==> src/rtl/inport_pkg.sv <==
// Shared definitions for the mesh router input port: output-port indices,
// FSM states and the XY dimension-order routing function.
package inport_pkg;

   localparam int NUM_PORTS = 5;
   localparam int P_LOCAL   = 0;
   localparam int P_NORTH   = 1;
   localparam int P_EAST    = 2;
   localparam int P_SOUTH   = 3;
   localparam int P_WEST    = 4;

   typedef enum logic [1:0] {
      IDLE     = 2'd0,
      REQUEST  = 2'd1,
      TRANSFER = 2'd2
   } state_t;

   // X is resolved fully before Y, which keeps the mesh deadlock-free.
   function automatic logic [NUM_PORTS-1:0] xy_route(input logic [31:0] dx,
                                                     input logic [31:0] dy,
                                                     input logic [31:0] lx,
                                                     input logic [31:0] ly);
      logic [NUM_PORTS-1:0] r;
      r = '0;
      if (dx > lx)      r[P_EAST]  = 1'b1;
      else if (dx < lx) r[P_WEST]  = 1'b1;
      else if (dy > ly) r[P_SOUTH] = 1'b1;
      else if (dy < ly) r[P_NORTH] = 1'b1;
      else              r[P_LOCAL] = 1'b1;
      return r;
   endfunction

endpackage

==> src/rtl/fifo_fwft.sv <==
// First-word-fall-through FIFO: the oldest entry is always on rd_data while
// not empty. Writes while full are dropped unless a read frees the slot.
module fifo_fwft #(
   parameter int WIDTH = 33,
   parameter int DEPTH = 4
) (
   input  logic                     clk,
   input  logic                     rst,
   input  logic                     wr_en,
   input  logic [WIDTH-1:0]         wr_data,
   input  logic                     rd_en,
   output logic [WIDTH-1:0]         rd_data,
   output logic                     full,
   output logic                     empty,
   output logic [$clog2(DEPTH):0]   count,
   output logic                     overflow
);

   localparam int AW = $clog2(DEPTH);
   localparam int CW = AW + 1;

   logic [WIDTH-1:0] mem [DEPTH];
   logic [AW-1:0]    wr_ptr;
   logic [AW-1:0]    rd_ptr;
   logic             do_rd;
   logic             do_wr;

   assign full    = (count == CW'(DEPTH));
   assign empty   = (count == '0);
   assign do_rd   = rd_en && !empty;
   assign do_wr   = wr_en && (!full || do_rd);
   assign rd_data = mem[rd_ptr];

   always_ff @(posedge clk) begin
      if (do_wr) mem[wr_ptr] <= wr_data;
   end

   // Power-of-two depth lets the pointers wrap naturally.
   always_ff @(posedge clk or negedge rst) begin
      if (!rst) begin
         wr_ptr   <= '0;
         rd_ptr   <= '0;
         count    <= '0;
         overflow <= 1'b0;
      end else begin
         if (do_wr) wr_ptr <= wr_ptr + 1'b1;
         if (do_rd) rd_ptr <= rd_ptr + 1'b1;
         case ({do_wr, do_rd})
            2'b10:   count <= count + 1'b1;
            2'b01:   count <= count - 1'b1;
            default: count <= count;
         endcase
         if (wr_en && full && !do_rd) overflow <= 1'b1;
      end
   end

endmodule

==> src/rtl/inport_xy.sv <==
// Mesh router input port: FWFT flit buffer, credit return, and an XY route
// request held for a whole wormhole packet until its tail is forwarded.
module inport_xy
   import inport_pkg::*;
#(
   parameter int DATA_WIDTH = 32,
   parameter int FIFO_DEPTH = 4,
   parameter int X_W        = 4,
   parameter int Y_W        = 4,
   parameter int LOCAL_X    = 0,
   parameter int LOCAL_Y    = 0
) (
   input  logic                         clk,
   input  logic                         rst,
   input  logic                         in_valid,
   input  logic [DATA_WIDTH-1:0]        in_data,
   input  logic                         in_tail,
   output logic                         credit_out,
   input  logic                         arb_ack,
   input  logic                         out_ready,
   output logic                         out_valid,
   output logic [DATA_WIDTH-1:0]        out_data,
   output logic                         out_tail,
   output logic [NUM_PORTS-1:0]         port_rqs,
   output logic [$clog2(FIFO_DEPTH):0]  fifo_count,
   output logic                         err_overflow,
   output state_t                       state_dbg
);

   localparam int CW = $clog2(FIFO_DEPTH) + 1;

   state_t                 state;
   logic [DATA_WIDTH:0]    head;
   logic                   fifo_empty;
   logic                   fifo_full;
   logic                   deq;
   logic [X_W-1:0]         dest_x;
   logic [Y_W-1:0]         dest_y;
   logic [NUM_PORTS-1:0]   head_route;

   fifo_fwft #(
      .WIDTH (DATA_WIDTH + 1),
      .DEPTH (FIFO_DEPTH)
   ) u_fifo (
      .clk      (clk),
      .rst      (rst),
      .wr_en    (in_valid),
      .wr_data  ({in_tail, in_data}),
      .rd_en    (deq),
      .rd_data  (head),
      .full     (fifo_full),
      .empty    (fifo_empty),
      .count    (fifo_count),
      .overflow (err_overflow)
   );

   assign out_tail  = head[DATA_WIDTH];
   assign out_data  = head[DATA_WIDTH-1:0];
   assign dest_x    = head[DATA_WIDTH-1 -: X_W];
   assign dest_y    = head[DATA_WIDTH-1-X_W -: Y_W];
   assign state_dbg = state;

   assign head_route = xy_route(32'(dest_x), 32'(dest_y), 32'(LOCAL_X), 32'(LOCAL_Y));

   // Handshake: a flit moves to the crossbar on a cycle where out_valid and
   // out_ready are both high; out_valid never depends on out_ready.
   assign out_valid = (state == TRANSFER) && !fifo_empty;
   assign deq       = out_valid && out_ready;

   always_ff @(posedge clk or negedge rst) begin
      if (!rst) begin
         state      <= IDLE;
         port_rqs   <= '0;
         credit_out <= 1'b0;
      end else begin
         credit_out <= deq;
         case (state)
            IDLE: begin
               if (!fifo_empty) begin
                  state    <= REQUEST;
                  port_rqs <= head_route;
               end
            end
            REQUEST: begin
               if (arb_ack) state <= TRANSFER;
            end
            TRANSFER: begin
               if (deq && out_tail) begin
                  state    <= IDLE;
                  port_rqs <= '0;
               end
            end
            default: begin
               state    <= IDLE;
               port_rqs <= '0;
            end
         endcase
      end
   end

   a_full_count: assert property (@(posedge clk) disable iff (!rst)
      fifo_full |-> (fifo_count == CW'(FIFO_DEPTH)));

endmodule

==> config.mk <==
export PLATFORM = sky130hd
export DESIGN_NAME = inport_xy
export DESIGN_NICKNAME = d
export VERILOG_FILES = /design/src/rtl/inport_pkg.sv /design/src/rtl/fifo_fwft.sv /design/src/rtl/inport_xy.sv
export SDC_FILE = /design/constraint.sdc
export NUM_CORES = 1
export LEC_CHECK = 0
export CAP_MARGIN = 0
export CELL_PAD_IN_SITES_DETAIL_PLACEMENT = 0
export CELL_PAD_IN_SITES_GLOBAL_PLACEMENT = 1
export CORE_MARGIN = 4
export CORE_UTILIZATION = 50
export CTS_CLUSTER_SIZE = 24
export DETAILED_ROUTE_END_ITERATION = 10
export DONT_BUFFER_PORTS = 1
export HOLD_SLACK_MARGIN = 0.06
export PLACE_DENSITY = 0.76
export REMOVE_ABC_BUFFERS = 1
export SYNTH_ARGS = -nofsm -noshare
export SYNTH_HDL_FRONTEND = slang
export SYNTH_HIERARCHICAL = 1
export SYNTH_SLANG_ARGS = --single-unit
==> constraint.sdc <==
create_clock -name clk -period 3.7 [get_ports clk]
set_input_delay 0.555 -clock clk [delete_from_list [all_inputs] [get_ports clk]]
set_output_delay 0.555 -clock clk [all_outputs]
set_load 0.01 [all_outputs]
## Yosys cells after proc, flatten, opt, wreduce, memory -nomap -nowiden

Memory sizes are Yosys's and may differ from the RTL's.
Index checks and enable logic that the tools add are counted.

| word-level totals | value |
|---|---|
| register bits | 16 |
| latch bits | 0 |
| memory bits (writable) | 132 |
| memory bits (read-only) | 0 |
| bits of input ports | 38 |
| output and inout bits | 46 |
| word-level logic and storage cells | 54 |
| memories kept | 1 |

Memory list:

| name | depth | bits a word | read ports | clocked after memory_dff | write ports | line | source |
|---|---|---|---|---|---|---|---|
| u_fifo.mem | 4 | 33 | 1 | 0 | 1 | fifo_fwft.sv:22 | `logic [WIDTH-1:0] mem [DEPTH];` |

| cells by class | value |
|---|---|
| add/sub/neg operators | 4 |
| multipliers | 0 |
| divide/modulo/power cells | 0 |
| $lt $le $gt $ge | 2 |
| equality and inequality tests | 8 |
| shift-type cells | 0 |
| muxes and demuxes | 15 |
| bitwise logic cells | 1 |
| reduce and logical (&&, ||, !) cells | 16 |

Operators with widths:

| kind | number |
|---|---|
| case mux 5 bit (3 select lines) | 1 |
| 2-to-1 mux 5 bit | 2 |
| greater-than comparator 4 x 1 -> 1 bit, second input constant | 2 |
| logical AND 1 bit | 7 |
| 2-to-1 mux 1 bit | 7 |
| 2-to-1 mux 2 bit | 3 |
| case mux 2 bit (3 select lines) | 1 |
| case mux 3 bit (2 select lines) | 1 |
| AND reduction 3 bit | 2 |
| adder 2 x 1 -> 2 bit, second input constant | 2 |
| equality test 2 x 1 -> 1 bit, second input constant | 2 |
| equality test 2 bit, second input constant | 2 |
| != test 2 bit, second input constant | 2 |
| adder 3 x 1 -> 3 bit, second input constant | 1 |
| equality test 3 bit, second input constant | 1 |
| zero test 1 bit | 3 |
| zero test 3 bit | 1 |
| subtractor 3 x 1 -> 3 bit, second input constant | 1 |
| zero test 2 bit | 1 |
| != test 2 x 1 -> 1 bit, second input constant | 1 |
| nonzero test 2 bit | 1 |
| logical OR 1 bit | 1 |
| inverter 1 bit | 1 |

## Logic depth before layout (Yosys ltp)

| logic depth | value |
|---|---|
| depth after elaboration | 9 |
| gate-level depth with buffers | 12 |
| gate-level depth less buffers | 12 |

## Modules after synthesis

The synthesis kept the hierarchy.

Modules (own cells, without submodules):

| module | times used | cells an instance | area each (µm²) | sequential area each (µm²) |
|---|---|---|---|---|
| fifo_fwft | 1 | 214 | 5246.3 | 4164.0 |
| inport_xy | 1 | 32 | 325.3 | 150.1 |

## Least setup slack after synthesis

No wires, ideal clock.

| timing path | value |
|---|---|
| path kind | reg-to-reg |
| start | register u_fifo.count[0] |
| end | register u_fifo.count[2] |
| setup time | 0.079 ns |
| arrival time | 2.707 ns |
| required time | 3.621 ns |
| setup slack | 0.914 ns |
| cell stages (with the launch flop) | 13 |
| path buffers | 0 |
| clock period less this slack | 2.786 ns |
| cell sequence | dfrtp_1 > nor3_1 > nor2_1 > and3_2 > nor4b_4 > nor2b_2 > inv_1 > ha_1 > inv_1 > fa_1 > xor2_1 > nor2_1 > xor2_1 |

| on the way | value |
|---|---|
| word-level cells in the longest chain between the ends | 9 |
| elaborated cells between the ends (all ways) | 15 |
| those cells by class | add/sub: 2; eq/ne: 3; mux: 1; reduce/logical: 9 |

Ends and longest elaborated chain:

| element | line | source |
|---|---|---|
| start, declared | fifo_fwft.sv:15 | `output logic [$clog2(DEPTH):0] count,` |
| start signal, assigned | fifo_fwft.sv:49 | `2'b10: count <= count + 1'b1;` |
| start signal, assigned | fifo_fwft.sv:50 | `2'b01: count <= count - 1'b1;` |
| start signal, assigned | fifo_fwft.sv:51 | `default: count <= count;` |
| zero test 3 bit * | fifo_fwft.sv:29 | `assign empty = (count == '0);` |
| named net fifo_empty | inport_xy.sv:34 | `logic fifo_empty;` |
| zero test 1 bit * | inport_xy.sv:67 | `assign out_valid = (state == TRANSFER) && !fifo_empty;` |
| logical AND 1 bit * | inport_xy.sv:67 |  |
| logical AND 1 bit * | inport_xy.sv:68 | `assign deq = out_valid && out_ready;` |
| named net deq | inport_xy.sv:36 | `logic deq;` |
| logical AND 1 bit * | fifo_fwft.sv:30 | `assign do_rd = rd_en && !empty;` |
| logical OR 1 bit | fifo_fwft.sv:31 | `assign do_wr = wr_en && (!full \|\| do_rd);` |
| logical AND 1 bit | fifo_fwft.sv:31 |  |
| equality test 2 x 1 -> 1 bit / equality test 2 bit (equally long branches) | fifo_fwft.sv:48 | `case ({do_wr, do_rd})` |
| case mux 3 bit (2 select lines) / nonzero test 2 bit (equally long branches) | -- |  |

The timed path passes the listed nets; every way through them passes the cells marked *.
A chain may end at the register's enable or synchronous reset.

## Worst setup path in the final report

Same ends and word-level chain as after synthesis.

==> flow_summary.ini <==
[synthesis]
synth-warning-count = 6
syn-cell-area_um2 = 5565
syn_inst = 245
synth_area_per_cell_um2 = 22.72

[detailed_routing]
drt-total-wl_mm = 9.273
vias = 2354
wl_per_cell_um = 22.24
drtAntennaViolNets = 0
drtPass1Iterations = 4
drc = 0
vias_per_cell = 5.645
drt-initial-drc-count = 151

[flow_run]
cap_violations = 0

[setup_path]
cp_max_fo = 7
cp.arrival_ps = 3540
cp-end-kind = flop
worstPathRequired_ps = 4140
worstSetupPathType = flop to flop
start_kind = flop

[sta]
drv_slew = 0
fmax_ghz = 0.3222
period_share = 0.8389
rsz0062_at_grt = no
post-route-min-period_ps = 3104
slew_headroom = 0.5527
skew_ps = 5.319
setup_viol = 0
tns_ps = 0
hold_viol = 0
tightest_slew_ps = 670.9

[finish]
layout.cells.non_filler = 417
post-route-util = 0.5791
nets = 309
fill_cells = 773
insertedDiodeCount = 0
drive_gt1_frac = 0.3032
syn_to_final_growth_pct = 13.29
finalInstanceArea_um2 = 6305

[grt]
track_usage = 0.1545
grt-ovfl-total = 0
grt_pass1_vias = 2543
grt_max_degree = 32
grt_pass1_wl_mm = 14.34
antenna_found_initial = 0

[clock_network]
cts_tree = built
ctsHtreeMaxLevel = 4
cts_resized = 0
cts-buffers-inserted = 17
cts_buffer_depth = 2
cts.sinks = 146
clock_latency_ps = 510
clk_pin_slew_ps = 60
clockRootBuffer = clkbuf_8
cts_setup_buffers = 0
holdBufCountCts = 1

[run_status]
status = finished, final reports clean

[pwr]
power_density_nw_per_um2 = 840.8
leakage_nw = 2.097
ir_drop_mv = 0.4234

[placement]
dp_hpwl_mm = 5.930
numPortBuffers = 0
dp_cells = 385
place_congestion = 0.7779
place_area_um2 = 5739

[floorplanning]
die_w_um = 113.5
start_util = 0.5111
die-area_um2 = 12880
coreArea_um2 = 10890
fp-row-count = 38
die_h_um = 113.5
io_pins = 84

[hold_path]
holdCritPathClass = input pin to flop
[report_power, final]
group	internal, mW	switching [mW]
clock	0.958	0.624
combinational	0.573	0.675
sequential	2.19	0.277
[cell type report]
class,instances,area [um^2],area share
flip-flops and latches,146,4317,0.6847
repair buffers,10,77.57,0.01230
inverters,9,33.78,0.005358
multi-input cells,81,1146,0.1818
clock buffers,19,421.7,0.06688
clock inverters,12,133.9,0.02123
well taps,140,175.2,0.02778
[path summary, 6_finish.rpt]
| path | start | endpoint | slack [ps] | cells after the start |
|---|---|---|---|---|
| max | u_fifo/count[0] | u_fifo/count[2] | 600 | 12 |
| min | in_data[4] | u_fifo/mem[3][4] | 130 | 0 |
| max reg2reg | u_fifo/count[0] | u_fifo/count[2] | 600 | 12 |
| min reg2reg | u_fifo/overflow | u_fifo/overflow | 530 | 1 |
| max in group asynchronous | rst | u_fifo/rd_ptr[1] | 2750 | 1 |
| min in group asynchronous | rst | u_fifo/count[1] | 500 | 1 |
[metrics by stage]
| stage | hold WS, ps | setup slack [ps] | power (mW) |
|---|---|---|---|
| 2_1_floorplan | 259.4 | 750.4 | 3.410 |
| 3_3_place_gp | 259.7 | 717.5 | 3.765 |
| 3_5_place_dp | 259.8 | 607.0 | 3.790 |
| 4_1_cts | 101.4 | 565.2 | 5.387 |
| 5_1_grt | 97.19 | 402.0 | 5.577 |
| 6_report | 131.5 | 596.3 | 5.301 |
[state kept, by name, indices dropped and copies added, names as in the netlist]
register and flops:
u_fifo/count 3, u_fifo/overflow 1, state_dbg 2, credit_out 1, port_rqs 3, u_fifo/mem 132
u_fifo/rd_ptr 2, u_fifo/wr_ptr 2
[cells in the final DEF, fill, tap and decap left out, types with 2 or more instances in the layout]
cell,instances
nand2_1,5
dfrtp_2,2
clkinvlp_4,2
inv_1,9
nor4_1,2
clkinv_2,3
mux4_2,33
nor2_1,2
buf_4,9
o21ai_0,2
mux2_4,2
nor3_1,2
xor2_1,3
clkbuf_16,16
and2_2,4
conb_1,2
and2_1,2
dfrtp_1,12
clkinv_4,2
inv_6,3
xnor2_1,3
bufinv_16,2
ha_1,5
edfxtp_1,132
clkbuf_1,2
o22ai_1,2
[per-layer routing]
layer	track usage	vias up	wire (um)
met5	0	-	0
met4	0.06250	0	137
li1	-	1033	-
met1	0.1836	1226	3618
met2	0.2379	83	4522
met3	0.08223	12	995
[worst max-delay path, cell delays in order (launching register included)]
cell,delay [ps]
dfrtp_1,500
nor3_1,590
nor2_1,140
and3_2,290
nor4b_4,290
nor2b_2,130
inv_1,70
ha_1,160
inv_1,60
fa_1,370
xor2_1,150
nor2_1,110
xor2_1,170
(Power assumes the default switching activity.)
==> patch (config.mk and constraints unchanged) <==
Set the parameter `X_W` to 6 (it was 4).
--- a/src/rtl/inport_xy.sv
+++ b/src/rtl/inport_xy.sv
@@ -7,3 +7,3 @@
    parameter int FIFO_DEPTH = 4,
-   parameter int X_W        = 4,
+   parameter int X_W        = 6,
    parameter int Y_W        = 4,
Formal check against the unedited RTL: not equivalent (a bounded check fails within 4 cycles, from zero or initial values and one cycle with rst low).
==> patch against the unedited design <==
  * Global-route usage is 0.33 points lower
  * Clock skew rose by 0.0024 ns
  * Largest cell class unchanged
  * Cell area shrank 0.50%
  * Wire length is 1.1% lower
  * Power is 1.0% lower
  * Setup slack gained 0.16 ns
  * Area after synthesis about the same
  * Sequential cell count is the same
==> patch: results (changes against the unedited design) <==
* Status: finished, final reports clean
* Met3 Resource Use GR at 0.0902 (+0.00796)
* Worst r2r path cells at 12 (unchanged)
* Post-DR vias/cell at 5.64 (-0.15%)
* CTS-repair resized insts at 0 (unchanged)
* Fillers at 773 (unchanged)
* CP max stage delay at 0.78 ns (+0.19 ns)
* Met2 usage at 0.242 (+0.00432)
* Initial drt markers at 93 (-38%)
* WHS Path Cells at 0 (unchanged)
* Clock transition at path regs at 0.06 ns (about the same)
* Placer Congestion at 0.756 (-2.9%)
* Max H-tree Level at 4 (unchanged)
* Leakage power at 2.08 nW (-0.67%)
* Vias in the first global route at 2512 (-1.2%)
* Final HPWL DP at 5.86 mm (-1.3%)
* Share of layout cells above drive strength 1 at 0.293 (-0.0102)
* Worst Skew at 0.00772 ns (+0.00240 ns)
* Largest net degree at the start of global routing at 34 (+6.3%)
* Routed WL at 9.17 mm (-1.1%)
* Clock buffer depth at 2 (unchanged)
* Sw frac at 0.296 (-0.000962)
* VDD IR-drop max at 659 uV (+56%)
* Worst-skew pair later-pin latency at 0.51 ns (about the same)
* CP max stage cell: dfrtp_2
* Final net count at 304 (-1.6%)
* CP arrival at 2.39 ns (-1.15 ns)
* Global-route wire length before repair at 14.1 mm (-1.8%)
* GR Util met1 at 0.170 (-0.0132)
* IO Port Bufs at 0 (unchanged)
* GR Util All Layers at 0.151 (-0.00328)
* Worst-Margin Slew at 0.924 ns (+0.253 ns)
* Critical Path Fanout Max at 19 (+12)
* Regs by FF count: u_fifo/mem x132, port_rqs x3, u_fifo/count x3
## patch: final cells by class
| class | instances | area, sq um | share of cell area |
|---|---|---|---|
| Inverter | 8 | 30.0 | 0.00479 |
| Sequential cell | 146 | 4320 | 0.688 |
| Timing Repair Buffer | 5 | 40.0 | 0.00638 |
| Tap cell | 140 | 175 | 0.0279 |
| Multi-Input combinational cell | 82 | 1150 | 0.184 |
| Clock inverter | 14 | 139 | 0.0221 |
| Clock buffer | 18 | 418 | 0.0666 |
## patch: metal layers
layer,wire length (um),up-vias
li1,-,1025
met1,3410,1203
met2,4680,91
met3,973,9
met4,101,0
met5,0,-
## patch: critical path, delay by kind of cell, from the launching register on
kind,cells,cell delay (ns)
flip-flops,1,0.78
buffers and inverters,1,0.45
multiplexers,1,0.64
## patch: power by group through the flow
stage	logic, mW	clock network (mW)	registers [mW]
2_1_floorplan	0.928	0	2.47
3_3_place_gp	1.25	0	2.46
3_5_place_dp	1.26	0	2.48
4_1_cts	1.27	1.61	2.45
5_1_grt	1.33	1.68	2.50
6_report	1.23	1.57	2.44
## patch: through the flow
step	area (sq um)	worst slack (ns)	hold WS [ns]	power (mW)	std cells
after floorplan	5490	0.651	0.259	3.40	236
after global placement	5710	0.982	0.260	3.71	380
after detailed placement	5710	0.874	0.260	3.75	380
after CTS	6270	0.667	0.101	5.33	413
after global routing	6270	0.561	0.0962	5.51	413
final	6270	0.755	0.130	5.25	413
## patch: path summary, 6_finish.rpt
check	slack, ns	startpoint	end
setup / recovery	0.76	u_fifo/rd_ptr[0]$_DFFE_PN0P_	out_data[25]
hold / removal	0.13	in_data[9]	u_fifo/mem[0][9]$_DFFE_PP_
setup reg to reg	0.87	u_fifo/count[0]$_DFFE_PN0P_	u_fifo/count[2]$_DFFE_PN0P_
hold reg to reg	0.54	u_fifo/overflow$_DFFE_PN0P_	u_fifo/overflow$_DFFE_PN0P_
max in group asynchronous	2.79	rst	u_fifo/rd_ptr[0]$_DFFE_PN0P_
min in group asynchronous	0.49	rst	u_fifo/count[0]$_DFFE_PN0P_
